`config.mk`:
```
export PLATFORM = sky130hd
export DESIGN_NAME = note_sequencer
export DESIGN_NICKNAME = d
export VERILOG_FILES = /design/src/rtl/note_sequencer.sv
export SDC_FILE = /design/constraint.sdc
export NUM_CORES = 1
export LEC_CHECK = 0
export ABC_CLOCK_PERIOD_IN_PS = 3600
export BUFFER_PORTS_ARGS = -buffer_cell sky130_fd_sc_hd__buf_2
export CAP_MARGIN = 10
export CELL_PAD_IN_SITES_DETAIL_PLACEMENT = 2
export CELL_PAD_IN_SITES_GLOBAL_PLACEMENT = 2
export CORE_MARGIN = 4
export CORE_UTILIZATION = 40
export DETAILED_ROUTE_END_ITERATION = 6
export GPL_TIMING_DRIVEN = 1
export PLACE_DENSITY_LB_ADDON = 0.1
export SYNTH_ARGS = -nofsm -noshare
export SYNTH_HDL_FRONTEND = slang
export SYNTH_SLANG_ARGS = --single-unit
```
`constraint.sdc`:
```
create_clock -name CLK -period 3.6 [get_ports CLK]
set_input_delay 0 -clock CLK [delete_from_list [all_inputs] [get_ports CLK]]
set_output_delay 0 -clock CLK [all_outputs]
set_load 0.1 [all_outputs]
```
`src/rtl/note_sequencer.sv`:
```
// ---------------------------------------------------------------------------
// note_sequencer
//   Record/playback controller between the switch-to-note encoder and the
//   tone generator.
//   - IDLE   : live note code is passed through with one cycle of latency.
//   - RECORD : the live note is sampled once per beat into a DEPTH-slot RAM.
//   - PLAY   : stored notes are replayed, each held for one full beat.
//   Rests (NOTE_NONE) are ordinary entries.
//
// Ports
//   CLK       in   system clock
//   RESET     in   synchronous, active-high reset
//   note_in   in   live 4-bit note code from encoder
//   rec_btn   in   start record (1-cycle pulse)
//   play_btn  in   start playback (1-cycle pulse)
//   stop_btn  in   abort record/playback (1-cycle pulse)
//   note_out  out  registered note code to tone generator
//   mode      out  00 IDLE, 01 RECORD, 10 PLAY
//   len       out  number of recorded slots, 0..DEPTH
//   ptr       out  current slot index
//
// Configuration
//   LOOP_PLAYBACK_EN : when defined, playback restarts at slot 0 after the
//                      last slot instead of returning to IDLE.
// ---------------------------------------------------------------------------
module note_sequencer #(
   parameter int unsigned DEPTH     = 16,
   parameter int unsigned ADDR_W    = 4,
   parameter int unsigned BEAT_DIV  = 25_000_000,
   parameter logic [3:0]  NOTE_NONE = 4'd0
) (
   input  logic              CLK,
   input  logic              RESET,
   input  logic [3:0]        note_in,
   input  logic              rec_btn,
   input  logic              play_btn,
   input  logic              stop_btn,
   output logic [3:0]        note_out,
   output logic [1:0]        mode,
   output logic [ADDR_W:0]   len,
   output logic [ADDR_W-1:0] ptr
);

   localparam int unsigned      CNT_W     = (BEAT_DIV > 1) ? $clog2(BEAT_DIV) : 1;
   localparam int unsigned      LEN_W     = ADDR_W + 1;
   localparam logic [CNT_W-1:0] BEAT_LAST = CNT_W'(BEAT_DIV - 1);
   localparam logic [LEN_W-1:0] LEN_LAST  = LEN_W'(DEPTH - 1);

   typedef enum logic [1:0] {
      S_IDLE = 2'b00,
      S_REC  = 2'b01,
      S_PLAY = 2'b10
   } state_e;

   state_e            state_q, state_d;
   logic [CNT_W-1:0]  cnt_q,   cnt_d;
   logic [3:0]        note_q,  note_d;
   logic [LEN_W-1:0]  len_q,   len_d;
   logic [ADDR_W-1:0] ptr_q,   ptr_d;

   logic [3:0]        mem_q [DEPTH];
   logic              mem_we;

   logic              beat;
   logic [ADDR_W-1:0] ptr_inc;
   logic              more_slots;

   assign beat       = (state_q != S_IDLE) && (cnt_q == BEAT_LAST);
   assign ptr_inc    = ptr_q + ADDR_W'(1);
   // True while the current slot is not the last recorded one.
   assign more_slots = ({1'b0, ptr_q} + LEN_W'(1)) < len_q;

   always_comb begin
      state_d = state_q;
      note_d  = note_q;
      len_d   = len_q;
      ptr_d   = ptr_q;
      mem_we  = 1'b0;

      if (state_q == S_IDLE || beat) begin
         cnt_d = '0;
      end else begin
         cnt_d = cnt_q + CNT_W'(1);
      end

      unique case (state_q)
         S_IDLE: begin
            note_d = note_in;
            // stop has top priority even though it does nothing here: a
            // simultaneous rec/play is swallowed.
            if (!stop_btn) begin
               if (rec_btn) begin
                  state_d = S_REC;
                  len_d   = '0;
                  ptr_d   = '0;
               end else if (play_btn && (len_q != '0)) begin
                  state_d = S_PLAY;
                  ptr_d   = '0;
                  note_d  = mem_q[0];
               end
            end
         end

         S_REC: begin
            note_d = note_in;
            if (stop_btn) begin
               state_d = S_IDLE;
            end else if (beat) begin
               mem_we = 1'b1;
               ptr_d  = ptr_inc;
               len_d  = len_q + LEN_W'(1);
               if (len_q == LEN_LAST) begin
                  state_d = S_IDLE;
               end
            end
         end

         S_PLAY: begin
            if (stop_btn) begin
               state_d = S_IDLE;
               note_d  = note_in;
            end else if (beat) begin
               if (more_slots) begin
                  ptr_d  = ptr_inc;
                  note_d = mem_q[ptr_inc];
               end else begin
                  ptr_d = '0;
`ifdef LOOP_PLAYBACK_EN
                  note_d  = mem_q[0];
`else
                  state_d = S_IDLE;
                  note_d  = note_in;
`endif
               end
            end
         end

         default: begin
            state_d = S_IDLE;
         end
      endcase

      // Every mode change restarts the beat timing from zero.
      if (state_d != state_q) begin
         cnt_d = '0;
      end
   end

   always_ff @(posedge CLK) begin
      if (RESET) begin
         state_q <= S_IDLE;
         cnt_q   <= '0;
         note_q  <= NOTE_NONE;
         len_q   <= '0;
         ptr_q   <= '0;
      end else begin
         state_q <= state_d;
         cnt_q   <= cnt_d;
         note_q  <= note_d;
         len_q   <= len_d;
         ptr_q   <= ptr_d;
      end
   end

   // Note RAM: synchronous write, asynchronous read, never cleared.
   always_ff @(posedge CLK) begin
      if (mem_we && !RESET) begin
         mem_q[ptr_q] <= note_in;
      end
   end

   assign note_out = note_q;
   assign mode     = state_q;
   assign len      = len_q;
   assign ptr      = ptr_q;

endmodule

```
==> out/qor.txt, run 1 <==
Required @ worst endpoint -> 3820 ps
Post-CTS Setup Repair Bufs -> 0
IO Count -> 24
DR vias -> 3480
Cells along the critical path -> nand3_1 -> xnor2_2 -> ha_1 -> a21o_1 -> a211oi_1 -> and2_1 -> mux2_2 -> o211ai_1 -> a31oi_1
Crit-path leading delay family -> compound AO/OA/AOI/OAI gates
Post-route worst setup slack -> 423.1 ps
Antenna Cells -> 0
Min Clock Period, post-route -> 3177 ps
CP max-delay cell -> dfxtp_1
Outcome -> complete, no violations
Core Area -> 0.01221 sq mm
Cell with the most instances after synthesis -> edfxtp_1
Drt drc -> 0
Clk slew on worst S/H paths -> 70 ps
Vias per cell -> 5.622
Worst Setup Start Kind -> flip-flop
Die Wd -> 120.6 um
CTS Buffer Depth -> 2
Max-slew headroom -> 39.38%
Router iterations before antenna repair -> 4
First-pass GRT wire length -> 22.36 mm
Design area -> 0.005714 sq mm
Initial DRC count -> 222
Top-area cell type share of the netlist area -> 37.92%
Distinct cells, synth -> 58
Critical path buffer and inverter count -> 0
Initial antenna violation count -> 0
CTS resizes -> 0
CP arrival -> 3400 ps
Root Driver -> clkbuf_16
Worst-Skew Late Latency -> 350 ps
CTS H-tree lvls -> 3
CP Capture Type -> flip-flop
Synth area leaders -> edfxtp_1 38%, dfxtp_1 16%, mux4_2 7.6%
PortBufs -> 23
CP Class -> reg -> reg
Die span in y -> 120.6 um
Syn Nets -> 445
Worst slack at placement -> 411.5 ps
Largest net degree at the start of global routing -> 25
Total CTS buffers -> 9
Crit path largest cell delay -> 690 ps
Total Power -> 2465 uW
HP Class -> in -> reg
Vias in the first global route -> 3870
Mapped Area -> 0.005069 sq mm
Inst Count DP -> 603
Seq/Total Area, Yosys -> 53.72%
Unrepaired setup endpoints after global routing -> false
Rows -> 40
Yosys top cell by area -> edfxtp_1
Final GP Congestion -> 0.7630
ANT nets after route -> 0
Asr flop ratio synth -> 0%
Final nets -> 472
CTS tree -> done
Prevailing post-synth register cell -> edfxtp_1
Post-place instance area -> 0.005394 sq mm
Routed len/inst -> 22.23 um
Layout cells sized above 1 -> 17.52%
Setup TNS -> 0 ps
Setup violators final -> 0
Post-Synthesis Cells -> 419
Commonest cells post-synth -> 64 x edfxtp_1, 40 x dfxtp_1, 39 x nor2_1
Worst Skew -> 5.328 ps
DP HPWL -> 9.981 mm
Syn Area/Cell -> 12.10 sq um
Worst slew pin tran -> 897.0 ps
Seq cells post-synth -> 104
Routed WL -> 13.76 mm
F_max -> 314.8 MHz
Non-Filler Instances -> 619
FILL cells -> 1266
Number of max-cap violations -> 0
Initial core utilization -> 41.51%
Yosys warns -> 0
Crit path max fanout -> 17
EDFF count, synth -> 64
Num Clock Sinks -> 104
Final Hold Vio Count -> 0
GRT Resource Usage Total -> 20.35%
Peak supply drop -> 280.2 uV
Hold buffer count at cts -> 0
Area growth syn-to-layout -> 12.74%
Crit share post-route -> 88.25%
Max Slew Vio Count -> 0
Die Area -> 0.01454 sq mm
Pwr dens -> 431.4 mW/mm^2
Grt total ovfl -> 0
Leakage -> 0.001932 uW
-- report_power, final --
group / leakage [uW] / internal (uW) / switching (uW)
Sequential: 0.000899 / 1270 / 3.67
Clock: 0.000158 / 628 / 440
Combinational: 0.000876 / 31.8 / 96.0
Total: 0.00193 / 1930 / 540
-- cell usage in the layout, fill, tap and decap left out, types with 3 or more instances in the layout --
cell type	netlist	layout
a211oi_1	5	5
a21oi_1	8	8
and3_1	10	10
buf_2	3	23
buf_4	2	12
clkbuf_16	0	9
dfxtp_1	40	39
edfxtp_1	64	64
ha_1	17	17
inv_1	14	14
mux2i_1	11	11
mux4_2	17	17
nand2_1	21	21
nand2b_1	9	9
nand3_1	14	14
nand4_1	12	12
nor2_1	39	39
nor2b_1	11	11
nor3_1	16	16
nor3b_1	3	3
nor4_1	4	4
nor4b_1	8	8
o211ai_1	3	3
o21ai_0	10	10
o32ai_1	3	3
xnor2_1	10	10
xor2_1	16	16
-- per-stage QoR --
stage	util, %	hold WS [ps]
floorplan	-	98.87
global placement	44.17	422.9
detailed placement	44.17	438.7
CTS	46.79	65.66
global route	46.79	97.87
finish	46.79	71.56
-- registers in the layout, summed over array words and instances (netlist names) --
register,flops
cnt_q,25
len,5
mem_q,64
mode,2
note_out,4
ptr,4
-- routing by layer --
metal / share of wire (%) / track usage, % / wire length (um) / vias up
met5: 0 / 0 / 0 / -
met4: 1.0 / 4.816 / 144 / 0
met3: 4.2 / 4.911 / 576 / 16
met2: 50 / 34.65 / 6870 / 44
met1: 45 / 26.26 / 6168 / 1794
li1: - / - / - / 1626
-- path summary, 6_finish.rpt --
check,start,slack [ps],depth (start not counted),to
hold / removal,RESET,70,2,len[0]
setup reg to reg,ptr[2],420,9,note_out[0]
setup / recovery,ptr[2],420,9,note_out[0]
hold reg to reg,cnt_q[0],450,1,cnt_q[0]
-- final cells by class --
class / count / area [sq um] / share of cell area [%]
clock buffer: 11 / 242.7 / 4.248
clock inverter: 5 / 77.57 / 1.358
inverter: 15 / 56.30 / 0.9853
multi-input combinational: 281 / 2198 / 38.47
sequential: 104 / 2724 / 47.67
tap: 168 / 210.2 / 3.679
timing repair buffer: 35 / 205.2 / 3.591
-- cells by family (layout without fill, tap and decap cells) --
kind of cell / after synthesis / in the layout / synth area share, %
xor gates and xnor gates: 27 / 27 / 4.814
DFF: 104 / 104 / 53.72
AOI/OAI and AO/OA: 45 / 45 / 6.345
buffers and inverters: 34 / 66 / 2.912
adders and majority gates: 17 / 17 / 4.196
muxes: 30 / 30 / 10.17
and+or+nand+nor: 162 / 162 / 17.85
(Power assumes the default switching activity.)
==> run 2: changes to the inputs <==
--- a/config.mk
+++ b/config.mk
@@ -7,3 +7,3 @@
 export LEC_CHECK = 0
-export ABC_CLOCK_PERIOD_IN_PS = 3600
+export ABC_CLOCK_PERIOD_IN_PS = 3050
 export BUFFER_PORTS_ARGS = -buffer_cell sky130_fd_sc_hd__buf_2
==> constraint.sdc (replaced) <==
create_clock -name CLK -period 3.05 [get_ports CLK]
set_input_delay 0.61 -clock CLK [delete_from_list [all_inputs] [get_ports CLK]]
set_output_delay 0.61 -clock CLK [all_outputs]
set_load 0.1 [all_outputs]
==> run 2 against run 1 <==
Wire length increased by 2.8%. Sequential share of layout area shrank 0.63 points. Fmax rose by 13%. Critical path type unchanged.
==> out/qor.txt, run 2 (synthesis gave the netlist of run 1 again) <==
Outcome -> complete, no violations
Crit share post-route -> 92.49% (+4.2 points)
HP Class -> reg -> reg
DR vias -> 3530 (+1.4%)
Initial antenna violation count -> 0 (unchanged)
Vias per cell -> 5.594 (-0.49%)
Unrepaired setup endpoints after global routing -> false
Rows -> 40 (unchanged)
Peak supply drop -> 489.5 uV (+75%)
Top Layer Used -> met4
Critical path buffer and inverter count -> 2 (+2)
CTS Buffer Depth -> 2 (unchanged)
Vias in the first global route -> 3826 (-1.1%)
Final core utilization -> 47.53% (+0.74 points)
PortBufs -> 23 (unchanged)
Num Clock Sinks -> 104 (unchanged)
GRT Resource Usage Total -> 20.89% (+0.54 points)
Worst-Skew Late Latency -> 370 ps (+20 ps)
Largest net degree at the start of global routing -> 25 (unchanged)
First-pass GRT wire length -> 22.80 mm (+1.9%)
WL met3 -> 589 um (+2.3%)
Min Clock Period, post-route -> 2821 ps (-355.9 ps)
Wire length on met1 -> 6.494 mm (+5.3%)
Most common cell after layout, fill and taps aside -> edfxtp_1
Worst hold slack -> 456.0 ps (+384.5 ps)
Largest register FFs -> 64 (unchanged)
CP Capture Type -> flip-flop
Root Driver -> clkbuf_16
Worst Skew -> 11.18 ps (+5.850 ps)
Setup violators final -> 0 (unchanged)
Routed WL -> 14.15 mm (+2.8%)
ANT nets after route -> 0 (unchanged)
Antenna Cells -> 0 (unchanged)
Required @ worst endpoint -> 3280 ps (-540 ps)
IO Count -> 24 (unchanged)
Layout cells sized above 1 -> 20.73% (+3.2 points)
Die span in y -> 120.6 um (unchanged)
Worst Setup Start Kind -> flip-flop
Initial DRC count -> 202 (-9.0%)
Initial core utilization -> 41.51% (unchanged)
CTS H-tree lvls -> 3 (unchanged)
F_max -> 354.5 MHz (+13%)
Grt total ovfl -> 0 (unchanged)
Post-CTS Setup Repair Bufs -> 0 (unchanged)
Final Hold Vio Count -> 0 (unchanged)
Design area -> 0.005804 sq mm (+1.6%)
CP max-delay cell -> mux4_2
Clk slew on worst S/H paths -> 80 ps (about the same)
Routed len/inst -> 22.42 um (+0.87%)
Total CTS buffers -> 9 (unchanged)
Die Wd -> 120.6 um (unchanged)
Router iterations before antenna repair -> 4 (unchanged)
Max-slew headroom -> 50.84% (+11 points)
Leakage -> 0.001987 uW (+2.8%)
Met2 WL -> 6.912 mm (+0.61%)
Top reg by flops -> mem_q
Total Power -> 2893 uW (+17%)
Worst slew pin tran -> 731.8 ps (-165.3 ps)
Core Area -> 0.01221 sq mm (unchanged)
Final GP Congestion -> 0.8193 (+7.4%)
Cells along the critical path -> inv_1 -> ha_1 -> buf_4 -> mux4_2 -> mux4_2 -> mux2_2 -> o211ai_1 -> a31oi_1
Crit-path leading delay family -> multiplexers
CTS resizes -> 0 (unchanged)
Area growth syn-to-layout -> 14.52%
Final nets -> 484 (+2.5%)
CTS tree -> done
Crit path largest cell delay -> 510 ps (-180 ps)
Number of max-cap violations -> 0 (unchanged)
Drt drc -> 0 (unchanged)
CP Class -> reg -> reg
CP most frequent cell -> mux4_2
Most frequent cells in the layout -> 64 x edfxtp_1, 39 x nor2_1, 36 x dfxtp_1, 24 x buf_4, 23 x buf_2
Die Area -> 0.01454 sq mm (unchanged)
CP arrival -> 3050 ps (-350 ps)
Hold buffer count at cts -> 0 (unchanged)
Max Slew Vio Count -> 0 (unchanged)
DP HPWL -> 10.15 mm (+1.6%)
Crit path max fanout -> 10 (-7)
Pwr dens -> 498.4 mW/mm^2 (+16%)
Post-place instance area -> 0.005490 sq mm (+1.8%)
run 2: cell count changes in the layout (fill, tap and decap cells not counted):
cell,change
clkinv_1,-1
clkinv_8,+1
bufinv_16,-1
clkinv_2,-1
inv_6,+2
clkbuf_8,-1
dfxtp_2,+2
clkinvlp_4,+1
clkbuf_1,-1
dfxtp_4,+1
buf_4,+12
clkinv_4,+1
dfxtp_1,-3
run 2: where the power goes:
| group | internal (uW) | total, uW | switching, uW | leakage (uW) |
|---|---|---|---|---|
| Combinational | 43.0 | 161 | 118 | 0.000937 |
| Clock | 654 | 1230 | 580 | 0.000150 |
| Sequential | 1490 | 1500 | 4.83 | 0.000900 |
| Total | 2190 | 2890 | 703 | 0.00199 |
run 2: final timing paths:
kind,start,end,slack [ps],cells after the start
max reg2reg,ptr[1],note_out[0],230,8
min,cnt_q[0],cnt_q[0],460,1
max,ptr[1],note_out[0],230,8
min reg2reg,cnt_q[0],cnt_q[0],460,1
run 2: per-layer routing:
layer  up-vias  track usage [%]
met5         -                0
met4         0            5.099
met3        14            5.005
met2        55            34.58
met1      1820            27.76
li1       1641                -
run 2: layout make-up:
cell class                      instances  area [sq um]
Timing Repair Buffer                   47         295.3
Tap cell                              168         210.2
Fill cell                            1302          6407
Multi-Input combinational cell        281          2198
Clock buffer                            9         225.2
Inverter                               15         56.30
Sequential cell                       104          2730
Clock inverter                          7         88.84
run 2: per-stage QoR:
step / TNS (ps) / std cells / setup WS [ps]
finish: 0 / 631 / 229.1
global route: 0 / 631 / 89.68
CTS: 0 / 631 / 239.5
detailed placement: 0 / 615 / 269.0
global placement: 0 / 615 / 435.1
floorplan: -95.08 / 419 / -95.08
==> run 3: changes to the inputs <==
CORE_UTILIZATION = 42   (was 40)
==> run 3 against run 2 <==
Fmax is 1.4% higher. Clock-buffer cell count stayed put. First-iteration DRC count is 45% higher. Power is 2.9% lower.
==> out/qor.txt, run 3 (synthesis gave the netlist of run 1 again) <==
Outcome -> complete, no violations
Crit share post-route -> 91.18% (-1.3 points)
Final Hold Vio Count -> 0 (unchanged)
HP Start -> cnt_q[0]
GRT Resource Usage Total -> 21.60% (+0.71 points)
Final GP Congestion -> 0.7786 (-5.0%)
Max-slew headroom -> 46.45% (-4.4 points)
Router iterations before antenna repair -> 4 (unchanged)
CP Capture Type -> flip-flop
Design area -> 0.005753 sq mm (-0.88%)
Pwr dens -> 488.0 mW/mm^2 (-2.1%)
Footprint of the multi-input gates -> 0.002211 sq mm (+0.57%)
Worst Setup Start Kind -> flip-flop
Sequential cell area -> 0.002730 sq mm (unchanged)
Crit-path leading delay family -> compound AO/OA/AOI/OAI gates
Worst slew pin tran -> 792.1 ps (+60.38 ps)
CP max-delay cell -> ha_2
Most frequent cells in the layout -> 64 x edfxtp_1, 39 x nor2_1, 36 x dfxtp_1, 23 x buf_2, 22 x buf_4
Required @ worst endpoint -> 3280 ps (about the same)
CTS H-tree lvls -> 3 (unchanged)
Critical path buffer and inverter count -> 1 (-1)
CTS tree -> done
Crit path largest cell delay -> 490 ps (-20 ps)
Top reg by flops -> mem_q
DP HPWL -> 10.35 mm (+2.0%)
Vias in the first global route -> 3883 (+1.5%)
Area growth syn-to-layout -> 13.50%
RR Startpoint -> ptr[1]
Routed len/inst -> 23.91 um (+6.6%)
Die Wd -> 117.9 um (-2.2%)
DR vias -> 3598 (+1.9%)
Worst-Skew Late Latency -> 360 ps (about the same)
Non-Filler Instances -> 604 (-4.3%)
Initial core utilization -> 43.64% (+2.1 points)
PortBufs -> 23 (unchanged)
Leakage -> 0.001966 uW (-1.0%)
Num Clock Sinks -> 104 (unchanged)
Vias per cell -> 5.957 (+6.5%)
Max Slew Vio Count -> 0 (unchanged)
Die Area -> 0.01389 sq mm (-4.4%)
Largest net degree at the start of global routing -> 25 (unchanged)
Root Driver -> clkbuf_16
Total Power -> 2807 uW (-2.9%)
Critical Path Start -> ptr[1]
Core Area -> 0.01161 sq mm (-4.9%)
R2R depth -> 9 (+1)
Inst Count DP -> 588 (-4.4%)
Routed WL -> 14.44 mm (+2.1%)
Initial antenna violation count -> 1 (+1)
CP Class -> reg -> reg
Hold Path Depth -> 1 (unchanged)
Setup violators final -> 0 (unchanged)
Total CTS buffers -> 9 (unchanged)
Layout cells sized above 1 -> 21.04% (+0.31 points)
Rows -> 39 (-2.5%)
Worst Skew -> 9.010 ps (-2.168 ps)
Unrepaired setup endpoints after global routing -> false
Antenna Cells -> 0 (unchanged)
Hold Crit Endpoint -> cnt_q[0]
Grt total ovfl -> 0 (unchanged)
Die span in y -> 117.9 um (-2.2%)
Number of max-cap violations -> 0 (unchanged)
Worst hold slack -> 459.2 ps (+3.163 ps)
FILL cells -> 1162 (-11%)
Post-place instance area -> 0.005444 sq mm (-0.84%)
Post-CTS Setup Repair Bufs -> 0 (unchanged)
Initial DRC count -> 292 (+45%)
Peak supply drop -> 331.8 uV (-32%)
Clk slew on worst S/H paths -> 80 ps (about the same)
Most common cell after layout, fill and taps aside -> edfxtp_1
Crit path max fanout -> 8 (-2)
Min Clock Period, post-route -> 2781 ps (-39.82 ps)
Cells along the critical path -> inv_1 -> ha_2 -> ha_1 -> a21boi_0 -> o2111ai_1 -> and2_1 -> nand2_1 -> a211oi_1 -> o32ai_1
IO Count -> 24 (unchanged)
Worst R2R End -> note_out[2]
CP arrival -> 3010 ps (-40 ps)
Final core utilization -> 49.54% (+2.0 points)
Reg2reg setup slack -> 270 ps (+40 ps)
Final nets -> 482 (-0.41%)
F_max -> 359.6 MHz (+1.4%)
Largest register FFs -> 64 (unchanged)
ANT nets after route -> 0 (unchanged)
First-pass GRT wire length -> 22.89 mm (+0.43%)
HP Class -> reg -> reg
Drt drc -> 0 (unchanged)
CTS Buffer Depth -> 2 (unchanged)
[run 3: worst max path at each step]
stage	end	slack (ps)	depth (start not counted)
6_report	note_out[2]	270	9
5_1_grt	note_out[2]	20	9
4_1_cts	ptr[2]	60	9
3_5_place_dp	ptr[1]	130	9
3_3_place_gp	ptr[2]	370	9
2_1_floorplan	note_out[0]	-100	8
[run 3: cell type report]
class	count	share of cell area, %
clock inverter	7	1.240
tap	143	3.110
multi-input combinational	281	38.43
clock buffer	9	3.915
timing repair buffer	45	4.872
inverter	15	0.9787
sequential	104	47.46
[run 3: through the flow]
step           TNS [ps]  worst slack (ps)
5_1_grt               0             24.31
3_5_place_dp          0             133.9
4_1_cts               0             60.61
6_report              0             268.9
3_3_place_gp          0             372.1
2_1_floorplan    -95.08            -95.08
[run 3: layer usage]
metal / GRT usage (%) / vias to the layer above / part of all wire, %
met4: 5.495 / 0 / 1.7
li1: - / 1636 / -
met1: 28.78 / 1840 / 44
met2: 35.79 / 100 / 49
met5: 0 / - / 0
met3: 4.901 / 22 / 4.8
[run 3: power by group]
part / switching [uW] / internal, uW
registers: 4.57 / 1490
logic: 120 / 41.7
clock network: 572 / 577
[run 3: repair_timing]
item / 4_1_cts / 5_1_grt
setup endpoints to repair: 0 / 9
resized for setup: 0 / 3
hold endpoints to repair: 0 / 0
hold buffers: 0 / 0
